--- config.mk ---
export PLATFORM = sky130hd
export DESIGN_NAME = cam_capture_ctrl
export DESIGN_NICKNAME = d
export VERILOG_FILES = /design/src/rtl/cam_capture_ctrl_pkg.sv /design/src/rtl/cam_pixel_pack.sv /design/src/rtl/cam_capture_ctrl.sv
export SDC_FILE = /design/constraint.sdc
export NUM_CORES = 1
export LEC_CHECK = 0
export BUFFER_PORTS_ARGS = -buffer_cell sky130_fd_sc_hd__clkbuf_2
export CORE_MARGIN = 2
export CORE_UTILIZATION = 25
export DETAILED_ROUTE_END_ITERATION = 6
export GPL_TIMING_DRIVEN = 0
export SYNTH_ARGS = -nofsm -noshare
export SYNTH_HDL_FRONTEND = slang
export SYNTH_SLANG_ARGS = --single-unit
--- constraint.sdc ---
create_clock -name clk -period 2 [get_ports clk]
set_input_delay 0.2 -clock clk [delete_from_list [all_inputs] [get_ports clk]]
set_output_delay 0.2 -clock clk [all_outputs]
set_load 0.02 [all_outputs]
--- src/rtl/cam_capture_ctrl_pkg.sv ---
// Shared defaults, FSM encoding and RGB565->RGB444 slice positions
// for the camera capture path, buffer and VGA blocks.
package cam_capture_ctrl_pkg;

  localparam int CAM_AW    = 15;
  localparam int CAM_DW    = 12;
  localparam int CAM_IMG_W = 160;
  localparam int CAM_IMG_H = 120;

  typedef enum logic [2:0] {
    S_IDLE       = 3'd0,
    S_WAIT_VS_HI = 3'd1,
    S_WAIT_VS_LO = 3'd2,
    S_CAPTURE    = 3'd3,
    S_DONE       = 3'd4
  } cap_state_t;

  // b0 = RRRRRGGG, b1 = GGGBBBBB; keep the top bits of each field
  localparam int R_HI   = 7;
  localparam int R_LO   = 4;
  localparam int GH_HI  = 2;
  localparam int GH_LO  = 0;
  localparam int GL_BIT = 7;
  localparam int B_HI   = 4;
  localparam int B_LO   = 1;

endpackage

--- src/rtl/cam_pixel_pack.sv ---
// Byte phase tracking and RGB565 -> RGB444 packing.
// pix_vld is combinational and marks the cycle the second byte is sampled.
module cam_pixel_pack
  import cam_capture_ctrl_pkg::*;
#(
  parameter int DW = CAM_DW
) (
  input  logic          clk,
  input  logic          rst_n,
  input  logic          en,
  input  logic          href,
  input  logic [7:0]    px_data,
  output logic [DW-1:0] pix,
  output logic          pix_vld
);

  logic       phase;
  logic [6:0] b0_q;

  always_ff @(posedge clk or negedge rst_n) begin
    if (!rst_n) begin
      phase <= 1'b0;
      b0_q  <= '0;
    end else if (!(en && href)) begin
      phase <= 1'b0;
    end else begin
      phase <= ~phase;
      if (!phase)
        b0_q <= {px_data[R_HI:R_LO], px_data[GH_HI:GH_LO]};
    end
  end

  assign pix_vld = en & href & phase;
  assign pix     = {b0_q, px_data[GL_BIT], px_data[B_HI:B_LO]};

endmodule

--- src/rtl/cam_capture_ctrl.sv ---
// Camera byte stream to frame buffer write sequencer (RGB444, row-major).
// CAM_CAPTURE_CONTINUOUS_EN: capture every frame after one init.
module cam_capture_ctrl
  import cam_capture_ctrl_pkg::*;
#(
  parameter int AW    = CAM_AW,
  parameter int DW    = CAM_DW,
  parameter int IMG_W = CAM_IMG_W,
  parameter int IMG_H = CAM_IMG_H
) (
  input  logic          clk,
  input  logic          rst_n,
  input  logic          init,
  input  logic          vsync,
  input  logic          href,
  input  logic [7:0]    px_data,
  output logic [AW-1:0] mem_px_addr,
  output logic [DW-1:0] mem_px_data,
  output logic          px_wr,
  output logic          busy,
  output logic          done,
  output logic          ovf
);

  localparam int CW = $clog2(IMG_W + 1);
  localparam int RW = $clog2(IMG_H + 1);
  localparam int BW = AW + 1;
  localparam logic [CW-1:0] W_MAX  = CW'(IMG_W);
  localparam logic [RW-1:0] H_MAX  = RW'(IMG_H);
  localparam logic [BW-1:0] W_STEP = BW'(IMG_W);

  cap_state_t    state, state_n;
  logic          busy_n;
  logic          href_q;
  logic [CW-1:0] col;
  logic [RW-1:0] row;
  logic [BW-1:0] row_base;
  logic          cap_en, frame_start, line_end, in_range;
  logic          pix_vld;
  logic [DW-1:0] pix;

  // vsync high inside CAPTURE ends the frame, so no pixel completes then
  assign cap_en      = (state == S_CAPTURE) && !vsync;
  assign frame_start = (state == S_WAIT_VS_LO) && !vsync;
  assign line_end    = cap_en && href_q && !href;
  assign in_range    = (col < W_MAX) && (row < H_MAX);

  cam_pixel_pack #(.DW(DW)) u_pack (
    .clk     (clk),
    .rst_n   (rst_n),
    .en      (cap_en),
    .href    (href),
    .px_data (px_data),
    .pix     (pix),
    .pix_vld (pix_vld)
  );

  always_ff @(posedge clk or negedge rst_n) begin
    if (!rst_n) state <= S_IDLE;
    else        state <= state_n;
  end

  always_comb begin
    state_n = state;
    busy_n  = 1'b0;
    unique case (state)
      S_IDLE:       if (init)   state_n = S_WAIT_VS_HI;
      S_WAIT_VS_HI: if (vsync)  state_n = S_WAIT_VS_LO;
      S_WAIT_VS_LO: if (!vsync) state_n = S_CAPTURE;
      S_CAPTURE:    if (vsync)  state_n = S_DONE;
`ifdef CAM_CAPTURE_CONTINUOUS_EN
      S_DONE:       state_n = S_WAIT_VS_LO;
`else
      S_DONE:       state_n = S_IDLE;
`endif
      default:      state_n = S_IDLE;
    endcase
`ifdef CAM_CAPTURE_CONTINUOUS_EN
    busy_n = (state_n != S_IDLE);
`else
    busy_n = (state_n == S_WAIT_VS_HI) ||
             (state_n == S_WAIT_VS_LO) ||
             (state_n == S_CAPTURE);
`endif
  end

  always_ff @(posedge clk or negedge rst_n) begin
    if (!rst_n) begin
      mem_px_addr <= '0;
      mem_px_data <= '0;
      px_wr       <= 1'b0;
      busy        <= 1'b0;
      done        <= 1'b0;
      ovf         <= 1'b0;
      href_q      <= 1'b0;
      col         <= '0;
      row         <= '0;
      row_base    <= '0;
    end else begin
      px_wr <= 1'b0;
      busy  <= busy_n;
      done  <= (state_n == S_DONE);
      if (state == S_IDLE && init)
        ovf <= 1'b0;
      if (frame_start) begin
        href_q   <= 1'b0;
        col      <= '0;
        row      <= '0;
        row_base <= '0;
        ovf      <= 1'b0;
      end else if (cap_en) begin
        href_q <= href;
        if (line_end) begin
          col <= '0;
          if (row < H_MAX) begin
            row      <= row + 1'b1;
            row_base <= row_base + W_STEP;
          end
        end else if (pix_vld) begin
          if (in_range) begin
            px_wr       <= 1'b1;
            mem_px_addr <= row_base[AW-1:0] + AW'(col);
            mem_px_data <= pix;
            col         <= col + 1'b1;
          end else begin
            ovf <= 1'b1;
          end
        end
      end else begin
        href_q <= 1'b0;
      end
    end
  end

endmodule

# After elaboration in Yosys (flattened, before gate mapping)
# Index checks and enable logic that the tools add are counted.
dict set report totals {
  register_bits 74
  latch_bits 0
  mem_bits_rw 0
  rom_bits 0
  wordCells 84
  mem_count 0
}
dict set report op_classes {
  add_sub_neg 4
  multipliers 0
  div_mod_pow 0
  magnitude_cmp 2
  eq_ne 7
  n_shift 0
  muxes 32
  bitwise_logic 5
  reduce_logical 21
}
# operator count
set ops {}
lappend ops {{2-to-1 mux 16 bit} 4}
lappend ops {{2-to-1 mux 8 bit} 5}
lappend ops {{2-to-1 mux 7 bit} 4}
lappend ops {{adder 16 x 8 -> 16 bit, second input constant} 1}
lappend ops {{adder 15 x 8 -> 15 bit} 1}
lappend ops {{2-to-1 mux 1 bit} 14}
lappend ops {{== test 3 x 2 -> 1 bit, second input constant} 4}
lappend ops {{2-to-1 mux 3 bit} 4}
lappend ops {{case mux 3 bit (4 select lines)} 1}
lappend ops {{adder 8 x 1 -> 8 bit, second input constant} 1}
lappend ops {{< comparator 8 bit, second input constant} 1}
lappend ops {{adder 7 x 1 -> 7 bit, second input constant} 1}
lappend ops {{logical AND 1 bit} 7}
lappend ops {{< comparator 7 bit, second input constant} 1}
lappend ops {{== test 3 x 1 -> 1 bit, second input constant} 2}
lappend ops {{AND reduction 3 bit} 2}
lappend ops {{nonzero test 2 bit} 3}
lappend ops {{nonzero test 3 bit} 2}
lappend ops {{AND reduction 5 bit} 1}
lappend ops {{== test 3 bit, second input constant} 1}
lappend ops {{logical NOT 3 bit} 1}
lappend ops {{NOT 1 bit} 3}
lappend ops {{AND 1 bit} 2}
lappend ops {{logical NOT 1 bit} 2}
lappend ops {{2 further kinds} 3}

# Depth between registers and ports, before layout
# Gate-level depths: netlist of the first run.
dict set report logic_depth {
  depth_word 8
  ltp_mapped 7
}

# Hierarchy
# Synthesis of the first run repeated with hierarchy kept, for this count alone.
dict set report unflattened {
  cells_unflattened 269
  area_unflattened_um2 3151.8
}
# mod instances cells_each area_each_um2
set by_module_without_submodules {}
lappend by_module_without_submodules {cam_capture_ctrl 1 246 2803.9}
lappend by_module_without_submodules {cam_pixel_pack 1 23 347.8}

# Worst setup path after synthesis of the first run
# Ideal clock, no wire load.
dict set report synth_path {
  path_type {reg2reg}
  startpoint {register col[6]}
  endpoint {register mem_px_addr[14]}
  t_arrival_ps 1729
  required_ps 1879
  setup_slack_ps 150
  stages_incl_launch_ff 6
  n_path_buf 0
  cell_sequence {dfrtp_1 -> ha_1 -> a211oi_1 -> nor2_1 -> a41o_1 -> o22a_1}
}
dict set report synth_between {
  elab_chain_len 3
  elab_cells_between_ends 4
}
# item line
set synth_rtl {}
lappend synth_rtl {{start, declared} cam_capture_ctrl.sv:35} ;# logic [CW-1:0] col;
lappend synth_rtl {{start signal, assigned} cam_capture_ctrl.sv:124} ;# col <= col + 1'b1;
lappend synth_rtl {{< comparator 8 bit} cam_capture_ctrl.sv:46} ;# assign in_range = (col < W_MAX) && (row < H_MAX);
lappend synth_rtl {{logical AND 1 bit} cam_capture_ctrl.sv:46}
lappend synth_rtl {{AND reduction 5 bit (no line)} n/a}
lappend synth_rtl {{end signal, assigned} cam_capture_ctrl.sv:122} ;# mem_px_addr <= row_base[AW-1:0] + AW'(col);
lappend synth_rtl {{end, declared} cam_capture_ctrl.sv:17} ;# output logic [AW-1:0] mem_px_addr,
# Parallel ways exist; a longest one is shown, timed or not.
# A chain may end at the register's enable or synchronous reset.

# Worst setup path in the final report of the first run
# Ends and elaborated chain as after synthesis.

==> results of run 1 <==
-- final cells by class --
| type | instances | area, um^2 | share of cell area [%] |
|---|---|---|---|
| Buffer | 14 | 72.6 | 1.83 |
| Clock buffer | 10 | 229 | 5.78 |
| Clock inverter | 6 | 63.8 | 1.61 |
| Inverter | 6 | 22.5 | 0.568 |
| Multi-Input combinational cell | 189 | 1390 | 35.2 |
| Sequential cell | 68 | 1700 | 43.0 |
| Tap cell | 172 | 215 | 5.43 |
| Timing Repair Buffer | 46 | 263 | 6.63 |
-- how the worst max path moves through the flow --
stage | cells after the start | slack (ns) | from | end
floorplan | 5 | 0.15 | col[6]$_DFFE_PN0P_ | mem_px_addr[14]$_DFFE_PN0P_
global placement | 5 | -0.12 | col[6]$_DFFE_PN0P_ | mem_px_addr[14]$_DFFE_PN0P_
detailed placement | 5 | -0.13 | col[6]$_DFFE_PN0P_ | mem_px_addr[14]$_DFFE_PN0P_
CTS | 5 | 0.04 | state[2]$_DFF_PN0_ | mem_px_data[4]$_DFFE_PN0P_
global route | 7 | 0.004 | state[0]$_DFF_PN0_ | row_base[14]$_DFFE_PN0P_
finish | 5 | 0.13 | col[6]$_DFFE_PN0P_ | mem_px_addr[14]$_DFFE_PN0P_
-- metrics by stage --
step / utilization [%] / hold slack (ns) / worst slack (ns)
finish: 31.8 / 0.0961 / 0.132
global route: 31.8 / 0.0958 / 0.00438
CTS: 31.6 / 0.0836 / 0.0386
detailed placement: 29.0 / 0.0773 / -0.134
global placement: 28.8 / 0.433 / -0.122
floorplan: - / -0.0956 / 0.150
-- placed cells by master, fill, tap and decap left out, types with 3 or more instances in the layout --
cell       count
a21oi_1       14
and3_1         5
buf_2          5
clkbuf_1       6
clkbuf_16      9
clkbuf_2      44
dfrtp_1       66
ha_1           6
inv_1          6
mux2_2        29
nand2_1       17
nand3_1       14
nand4_1        6
nor2_1         7
nor3b_1        5
o211ai_1       3
o21a_1         4
o21ai_0       16
o31ai_1       11
or4_1         14
xnor2_1        3
xor2_1         5
-- sequential cells by signal, summed over array words and instances (netlist names) --
| name | count |
|---|---|
| mem_px_addr | 15 |
| row | 7 |
| ovf | 1 |
| state | 3 |
| row_base | 10 |
| mem_px_data | 12 |
| busy | 1 |
| done | 1 |
| px_wr | 1 |
| href_q | 1 |
| col | 8 |
| u_pack.phase | 1 |
| u_pack.b0_q | 7 |
-- logic make-up (layout without fill, tap and decap cells) --
logic type                 after synthesis  after routing  share of synthesized area [%]
AOI/OAI and AO/OA                       63             63                           12.8
xor gates and xnor gates                 8              8                           2.22
adders and majority gates                6              6                           2.38
buffers and inverters                   21             82                           2.97
DFF                                     68             68                           53.9
muxes                                   30             30                           10.7
and+or+nand+nor                         82             82                           15.0
-- where the power goes --
group | internal (mW) | total (mW) | switching (mW)
combinational | 0.398 | 0.955 | 0.557
clock | 0.964 | 1.56 | 0.597
sequential | 1.62 | 1.81 | 0.184
total | 2.99 | 4.32 | 1.34
-- cell usage after synthesis, drive strengths merged (6+ instances only) --
cell type	number	area (um^2)
nor2	9	36.3
dfrtp	68	1700
nand3	14	70.1
mux2	29	327
a21oi	14	70.1
inv	6	22.5
nand4	6	37.5
o21ai	18	93.8
buf	7	41.3
clkbuf	8	30.0
o31ai	12	90.1
ha	6	75.1
nor3b	6	56.3
nand2	17	63.8
or4	14	105
-- routing by layer --
metal	global-route usage [%]	part of all wire [%]
met5	0	0
met4	4.29	0.63
met3	4.31	5.7
met2	16.1	46
met1	14.5	47
-- what timing repair did --
action,CTS,global route
setup buffers,1,0
pin swaps,1,2
hold endpoints to repair,9,0
gates resized for setup,4,11
setup endpoints to repair,17,44
hold buffers,1,0
==> metrics.cfg, run 1 <==
[outcome]
status=completed

[clocking]
numCtsBuffers=9
clock_latency_ns=0.33
cts_tree=built
path_clk_slew_ns=0.06
cts_buffer_depth=2
clock-sinks=68
htreeDepth=3
cts_root_buf=clkbuf_16

[die]
fp.dieW_um=116
core_mm2=0.0125
rows=41
fp.dieArea_mm2=0.0135
die_y_um=116
io_pins=44
initial_core_util_pct=25.3

[setup_path]
crit_chain=ha_1 > a211oi_4 > nor2_1 > a41o_1 > o22a_1
required_ns=2.22
critical_path_class=reg2reg
crit_path_start_kind=flip-flop
critPathArrivalTime_ns=2.08
critPathSlowestCell=dfrtp_1
r2r-end=mem_px_addr[14]$_DFFE_PN0P_
worstReg2RegStart=col[6]$_DFFE_PN0P_
endpoint_kind=flip-flop
reg2reg_depth=5
path_max_fanout=6
path_buf_inv=0
r2r_setup_slack_ns=0.13
max_stage_delay_ns=0.44
crit_family=compound AO/OA/AOI/OAI gates

[cells_and_area]
antennaDiodeCount=0
final_layout_size_suffix_gt1_share_pct=31.3
nets=353
nFillCells=1291
final_cell_area_mm2=0.00396
finalNonFillerCells=511
area_delta_synth_final_pct=25.6

[global_route]
track_usage_pct=10.9
grt-ovfl-total=0
grt_max_degree=60
antenna_found_initial=0
grt_first_pass_wirelength_um=11400
first_global_vias=2305

[placed_design]
gp_congestion=0.833
place_hpwl_um=4840
place_inst=494
portBuffers=43
dpl_cell_area_mm2=0.00362

[sta]
relSlewSlack_pct=60.6
worst_slew_pin_slew_ns=0.582
fin_crit_sh_pct=93.4
rsz0062_at_grt=false
finalSetupTns_ns=0
maxSlewViolCount=0
skew_ns=0.00536
timing.final.crit_period_ns=1.87
fmax_mhz=535
final-hold-violation-count=0
setup_viol=0

[hold_path]
min_from=px_data[5]
hold_path_end=u_pack.b0_q[4]$_DFFE_PN0P_
hp-class=in2reg
whs_path_depth=2

[run]
drv_cap=0

[power]
power_density_mw_per_mm2=1090
total_leakage_power_nw=1.85
power_mw=4.32
peakVddDrop_v=0.000709

[detailed_routing]
wl_um=6930
ant_nets=0
dr.pass1.iters=4
drcViolationCount=0
drt-wirelength-per-cell_um=13.6
drtIter0Drc=121
vias=2387
routed_via_density=4.67

[logic_synthesis]
syn-instance-count=278
syn_avg_cell_area_um2=11.4
syn-num-nets=297
ys_seq_elements=68
synth_area_mm2=0.00316
async_reset_ff_share_pct=100
synthFlopType=dfrtp_1
yosysWarnings=0
synth_edf_count=0
yosys.cell_types.count=41
ys_seq_area_share_pct=53.9

(Power assumes the default switching activity.)
==> run 2: changes to the inputs <==
--- a/config.mk
+++ b/config.mk
@@ -5,10 +5,10 @@
 export SDC_FILE = /design/constraint.sdc
 export NUM_CORES = 1
 export LEC_CHECK = 0
-export BUFFER_PORTS_ARGS = -buffer_cell sky130_fd_sc_hd__clkbuf_2
 export CORE_MARGIN = 2
 export CORE_UTILIZATION = 25
 export DETAILED_ROUTE_END_ITERATION = 6
+export DONT_BUFFER_PORTS = 1
 export GPL_TIMING_DRIVEN = 0
 export SYNTH_ARGS = -nofsm -noshare
 export SYNTH_HDL_FRONTEND = slang
==> run 2 against run 1 <==
Core utilization decreased by 1.2 points. First-iteration DRC count decreased by 11%. Final cell count decreased by 7.2%. Worst hold slack got worse by 0.079 ns. Wire length decreased by 1.6%. Sequential cell count unchanged. Fmax decreased by 2.1%. Critical path type unchanged. Critical endpoint unchanged. Highest routed layer unchanged.
==> metrics.cfg, run 2 (synthesis gave the netlist of run 1 again) <==
[outcome]
status=completed

[sta]
timing.final.crit_period_ns=1.91
setup_viol=0
maxSlewViolCount=0
relSlewSlack_pct=55.9
fmax_mhz=524
worst_slew_pin_slew_ns=0.653
rsz0062_at_grt=true
skew_ns=0.00959
final-hold-violation-count=0
fin_crit_sh_pct=95.4

[clocking]
clock_latency_ns=0.34
clock-sinks=68
cts_tree=built
path_clk_slew_ns=0.06
cts_root_buf=clkbuf_16
htreeDepth=3
cts_buffer_depth=2
numCtsBuffers=9

[setup_path]
worstReg2RegStart=col[6]$_DFFE_PN0P_
path_buf_inv=0
critical_path_class=reg2reg
critPathArrivalTime_ns=2.12
cp.depth=5
worstSetupStartpoint=col[6]$_DFFE_PN0P_
r2r-end=mem_px_addr[14]$_DFFE_PN0P_
endpoint_kind=flip-flop
reg2reg_depth=5
crit_chain=ha_1 > a211oi_4 > nor2_1 > a41o_1 > o22a_1
crit_family=compound AO/OA/AOI/OAI gates
r2r_setup_slack_ns=0.09
path_max_fanout=6
max_stage_delay_ns=0.46
crit_end=mem_px_addr[14]$_DFFE_PN0P_
crit_path_start_kind=flip-flop
critPathSlowestCell=dfrtp_1
required_ns=2.21

[global_route]
grt-ovfl-total=0
track_usage_pct=11.2
grt_first_pass_wirelength_um=11600
antenna_found_initial=0
grt_max_degree=69
first_global_vias=2222

[cells_and_area]
largest_register=mem_px_addr
largest_reg_flops=15
final_common_cell=dfrtp_1
reg.largest.list=mem_px_addr: 15 flops, mem_px_data: 12 flops, row_base: 10 flops
area_delta_synth_final_pct=20.9
nets=316
antennaDiodeCount=0
final_layout_size_suffix_gt1_share_pct=21.2
layout_common_cells=dfrtp_1, mux2_2, nand2_1
final_cell_area_mm2=0.00382
nFillCells=1275

[run]
drv_cap=0

[placed_design]
place_hpwl_um=4630
portBuffers=0
gp_congestion=0.765
dpl_cell_area_mm2=0.00337

[power]
p_sw_share_pct=31.3
power_density_mw_per_mm2=1120
p_sw_mw=1.34
power_mw=4.29
power_frac_comb_pct=18.5
peakVddDrop_v=0.000689
internal-power_mw=2.95
power_frac_clock_pct=37.0
total_leakage_power_nw=1.68
seqPwrFrac_pct=44.4

[hold_path]
hp-class=in2reg

[die]
core_mm2=0.0125
io_pins=44
initial_core_util_pct=25.3
fp.dieArea_mm2=0.0135
fp.dieW_um=116
rows=41
die_y_um=116

[detailed_routing]
drtIter0Drc=108
ant_nets=0
drt-wirelength-per-cell_um=14.4
routed_via_density=4.75
vias=2251
wl_um=6820
drcViolationCount=0
dr.pass1.iters=4

[run 2: how the worst min path moves through the flow]
stage	startpoint	to	cells past startpoint
finish	px_data[1]	mem_px_data[0]$_DFFE_PN0P_	1
global placement	rst_n	mem_px_addr[7]$_DFFE_PN0P_	0
CTS	px_data[2]	mem_px_data[1]$_DFFE_PN0P_	1
global route	px_data[1]	mem_px_data[0]$_DFFE_PN0P_	1
floorplan	rst_n	busy$_DFF_PN0_	0
detailed placement	rst_n	mem_px_addr[7]$_DFFE_PN0P_	0
[run 2: worst register-to-register path: stages, from the launching register on]
cell      delay [ns]
dfrtp_1         0.46
ha_1            0.40
a211oi_4        0.33
nor2_1          0.17
a41o_1          0.27
o22a_1          0.16
[run 2: layout make-up]
cell class              instances  area, um^2  share of cell area (%)
flip-flops and latches         68        1700                    44.7
multi-input cells             189        1390                    36.5
clock buffers                   9         225                    5.90
well taps                     172         215                    5.64
repair buffers                  9         105                    2.75
clock inverters                 7        75.1                    1.97
plain buffers                  14        75.1                    1.97
inverters                       6        22.5                   0.590
[run 2: through the flow]
step           std cells  TNS [ns]  hold slack [ns]  setup WS, ns  utilization, %
6_report             474         0           0.0167        0.0913            30.6
5_1_grt              474  -0.00999          0.00625      -0.00558            30.6
4_1_cts              473         0         0.000838       0.00354            30.4
3_5_place_dp         450     -1.44          -0.0941        -0.192            27.1
3_3_place_gp         450    -0.488          -0.0934        -0.138            27.1
2_1_floorplan        278         0          -0.0956         0.150               -
[run 2: per-layer routing]
| layer | GRT usage, % | vias up | routed length [um] |
|---|---|---|---|
| li1 | - | 1074 | - |
| met1 | 14.8 | 1105 | 3110 |
| met2 | 15.8 | 64 | 3040 |
| met3 | 5.40 | 8 | 568 |
| met4 | 4.60 | 0 | 102 |
| met5 | 0 | - | 0 |
[run 2: what timing repair did]
item	4_1_cts	5_1_grt
gates resized for setup	5	11
pin swaps	1	2
endpoints found under the setup margin	40	41
hold endpoints to repair	74	1
hold buffers	7	1
setup buffers	1	0
[run 2: power by group through the flow]
| stage | Combinational (mW) | Sequential (mW) | Clock (mW) |
|---|---|---|---|
| 2_1_floorplan | 0.602 | 1.86 | 0 |
| 3_3_place_gp | 0.712 | 1.91 | 0 |
| 3_5_place_dp | 0.733 | 1.92 | 0 |
| 4_1_cts | 0.793 | 1.91 | 1.64 |
| 6_report | 0.795 | 1.91 | 1.59 |
| 5_1_grt | 0.902 | 1.96 | 1.70 |
==> run 3: changes to the inputs <==
--- a/config.mk
+++ b/config.mk
@@ -5,7 +5,8 @@
 export SDC_FILE = /design/constraint.sdc
 export NUM_CORES = 1
 export LEC_CHECK = 0
-export CORE_MARGIN = 2
+export ABC_CLOCK_PERIOD_IN_PS = 2000
+export CORE_MARGIN = 1
 export CORE_UTILIZATION = 25
 export DETAILED_ROUTE_END_ITERATION = 6
 export DONT_BUFFER_PORTS = 1
==> run 3 against run 2 <==
Sequential power about the same. Final area down 0.36%. Largest cell class unchanged. Sequential cell count unchanged. Fmax down 0.19%. Global-route usage up 0.50 points. First-iteration DRC count down 16%. Critical path type unchanged. Total power down 0.25%. Critical path depth down 1.
==> metrics.cfg, run 3 (synthesis gave the netlist of run 1 again) <==
[outcome]
status=completed

[setup_path]
critical_path_class=reg2reg
reg2reg_depth=4
crit_end=mem_px_addr[10]$_DFFE_PN0P_
crit_chain=nor3b_4 > nand4_1 > nor2_4 > mux2_2
critPathArrivalTime_ns=2.13
path_max_fanout=8
endpoint_kind=flip-flop
crit_path_start_kind=flip-flop
r2r_setup_slack_ns=0.09
critPathSlowestCell=dfrtp_2
max_stage_delay_ns=0.47
worstReg2RegStart=state[2]$_DFF_PN0_
worstSetupStartpoint=state[2]$_DFF_PN0_
r2r-end=mem_px_addr[10]$_DFFE_PN0P_
required_ns=2.21

[die]
fp.dieW_um=114
io_pins=44
initial_core_util_pct=26.0
rows=40
fp.dieArea_mm2=0.0131
die_y_um=114
core_mm2=0.0122

[detailed_routing]
drt-wirelength-per-cell_um=14.5
routed_via_density=4.83
dr.pass1.iters=4
drcViolationCount=0
ant_nets=0
drtIter0Drc=91
vias=2266
wl_um=6780

[power]
total_leakage_power_nw=1.67
peakVddDrop_v=0.000664
power_density_mw_per_mm2=1120

[sta]
setup_slack_ns=0.0877
fin_crit_sh_pct=95.6
timing.final.crit_period_ns=1.91
setup_viol=0
rsz0062_at_grt=true
skew_ns=0.00702
relSlewSlack_pct=61.0
fmax_mhz=523
maxSlewViolCount=0
final-hold-violation-count=0
worst_slew_pin_slew_ns=0.577

[global_route]
first_global_vias=2302
track_usage_pct=11.7
grt_max_degree=69
grt_first_pass_wirelength_um=11700
grt-ovfl-total=0
antenna_found_initial=0

[clocking]
cts_buffer_depth=2
htreeDepth=3
numCtsBuffers=9
cts_tree=built
clock_latency_ns=0.34
clock-sinks=68
cts_root_buf=clkbuf_16
path_clk_slew_ns=0.06

[cells_and_area]
largest_reg_flops=15
final_layout_size_suffix_gt1_share_pct=20.9
layout_common_cells=dfrtp_1, mux2_2, nand2_1
final_cell_area_mm2=0.00380
reg.largest.list=mem_px_addr: 15 flops, mem_px_data: 12 flops, row_base: 10 flops
area_delta_synth_final_pct=20.5
nets=315
antennaDiodeCount=0
largest_register=mem_px_addr
final_common_cell=dfrtp_1

[placed_design]
gp_congestion=0.764
place_hpwl_um=4540
place_ws_ns=-0.161
portBuffers=0
dpl_cell_area_mm2=0.00337

[hold_path]
hp-class=in2reg

[run]
drv_cap=0

-- run 3: cell types whose count changed in the layout (fill, tap and decap cells not counted), sizes merged --
cell         previous run  this run
clkinv                  1         3
clkinvlp                3         2
dlygate4sd3             7         6
inv                     8         7
-- run 3: area by class of cell --
class                      count  area [um^2]
multi-input combinational    189         1390
tap                          168          210
sequential                    68         1700
buffer                        14         75.1
timing repair buffer           8         95.1
clock buffer                   9          225
clock inverter                 7         76.3
fill                        1245         8360
inverter                       6         22.5
-- run 3: worst min path at each step --
stage          startpoint                          end  slack, ns  depth (start not counted)
3_3_place_gp        rst_n              px_wr$_DFF_PN0_      -0.09                          0
6_report       px_data[1]   u_pack.b0_q[1]$_DFFE_PN0P_       0.01                          1
2_1_floorplan       rst_n               busy$_DFF_PN0_       -0.1                          0
3_5_place_dp        rst_n  mem_px_addr[10]$_DFFE_PN0P_      -0.09                          0
5_1_grt        px_data[0]   u_pack.b0_q[0]$_DFFE_PN0P_      0.002                          1
4_1_cts        px_data[5]   u_pack.b0_q[4]$_DFFE_PN0P_     0.0009                          1
-- run 3: layer usage --
metal | track usage (%) | vias up | share of wire [%]
met4 | 4.42 | 0 | 1.6
met3 | 5.56 | 8 | 8.4
met1 | 14.7 | 1108 | 45
li1 | - | 1086 | -
met2 | 17.5 | 64 | 45
met5 | 0 | - | 0
-- run 3: per-stage QoR --
stage	power, mW	utilization (%)	TNS [ns]	cells	hold slack (ns)
after detailed placement	2.65	27.7	-0.819	446	-0.0938
after CTS	4.30	30.9	0	467	0.000878
after global placement	2.62	27.7	-0.567	446	-0.0937
after global routing	4.55	31.3	-0.0402	469	0.00214
after floorplan	2.46	-	0	278	-0.0956
final	4.28	31.3	0	469	0.0114
-- run 3: report_power, final --
group	internal, mW	switching [mW]	leakage (nW)
combinational	0.344	0.435	0.614
clock	0.970	0.619	0.142
sequential	1.62	0.286	0.918
-- run 3: repair_timing --
item | in CTS | in global routing
setup buffers | 0 | 1
pin swaps | 0 | 2
endpoints found under the hold margin | 71 | 2
resized for setup | 5 | 9
hold buffers | 5 | 2
setup endpoints to repair | 24 | 51
-- run 3: worst max-delay path: cells and delay by family, from the launching register on --
kind | cells | cell delay (ns)
flip-flops | 1 | 0.47
multiplexers | 1 | 0.37
AND/OR/NAND/NOR | 3 | 0.94
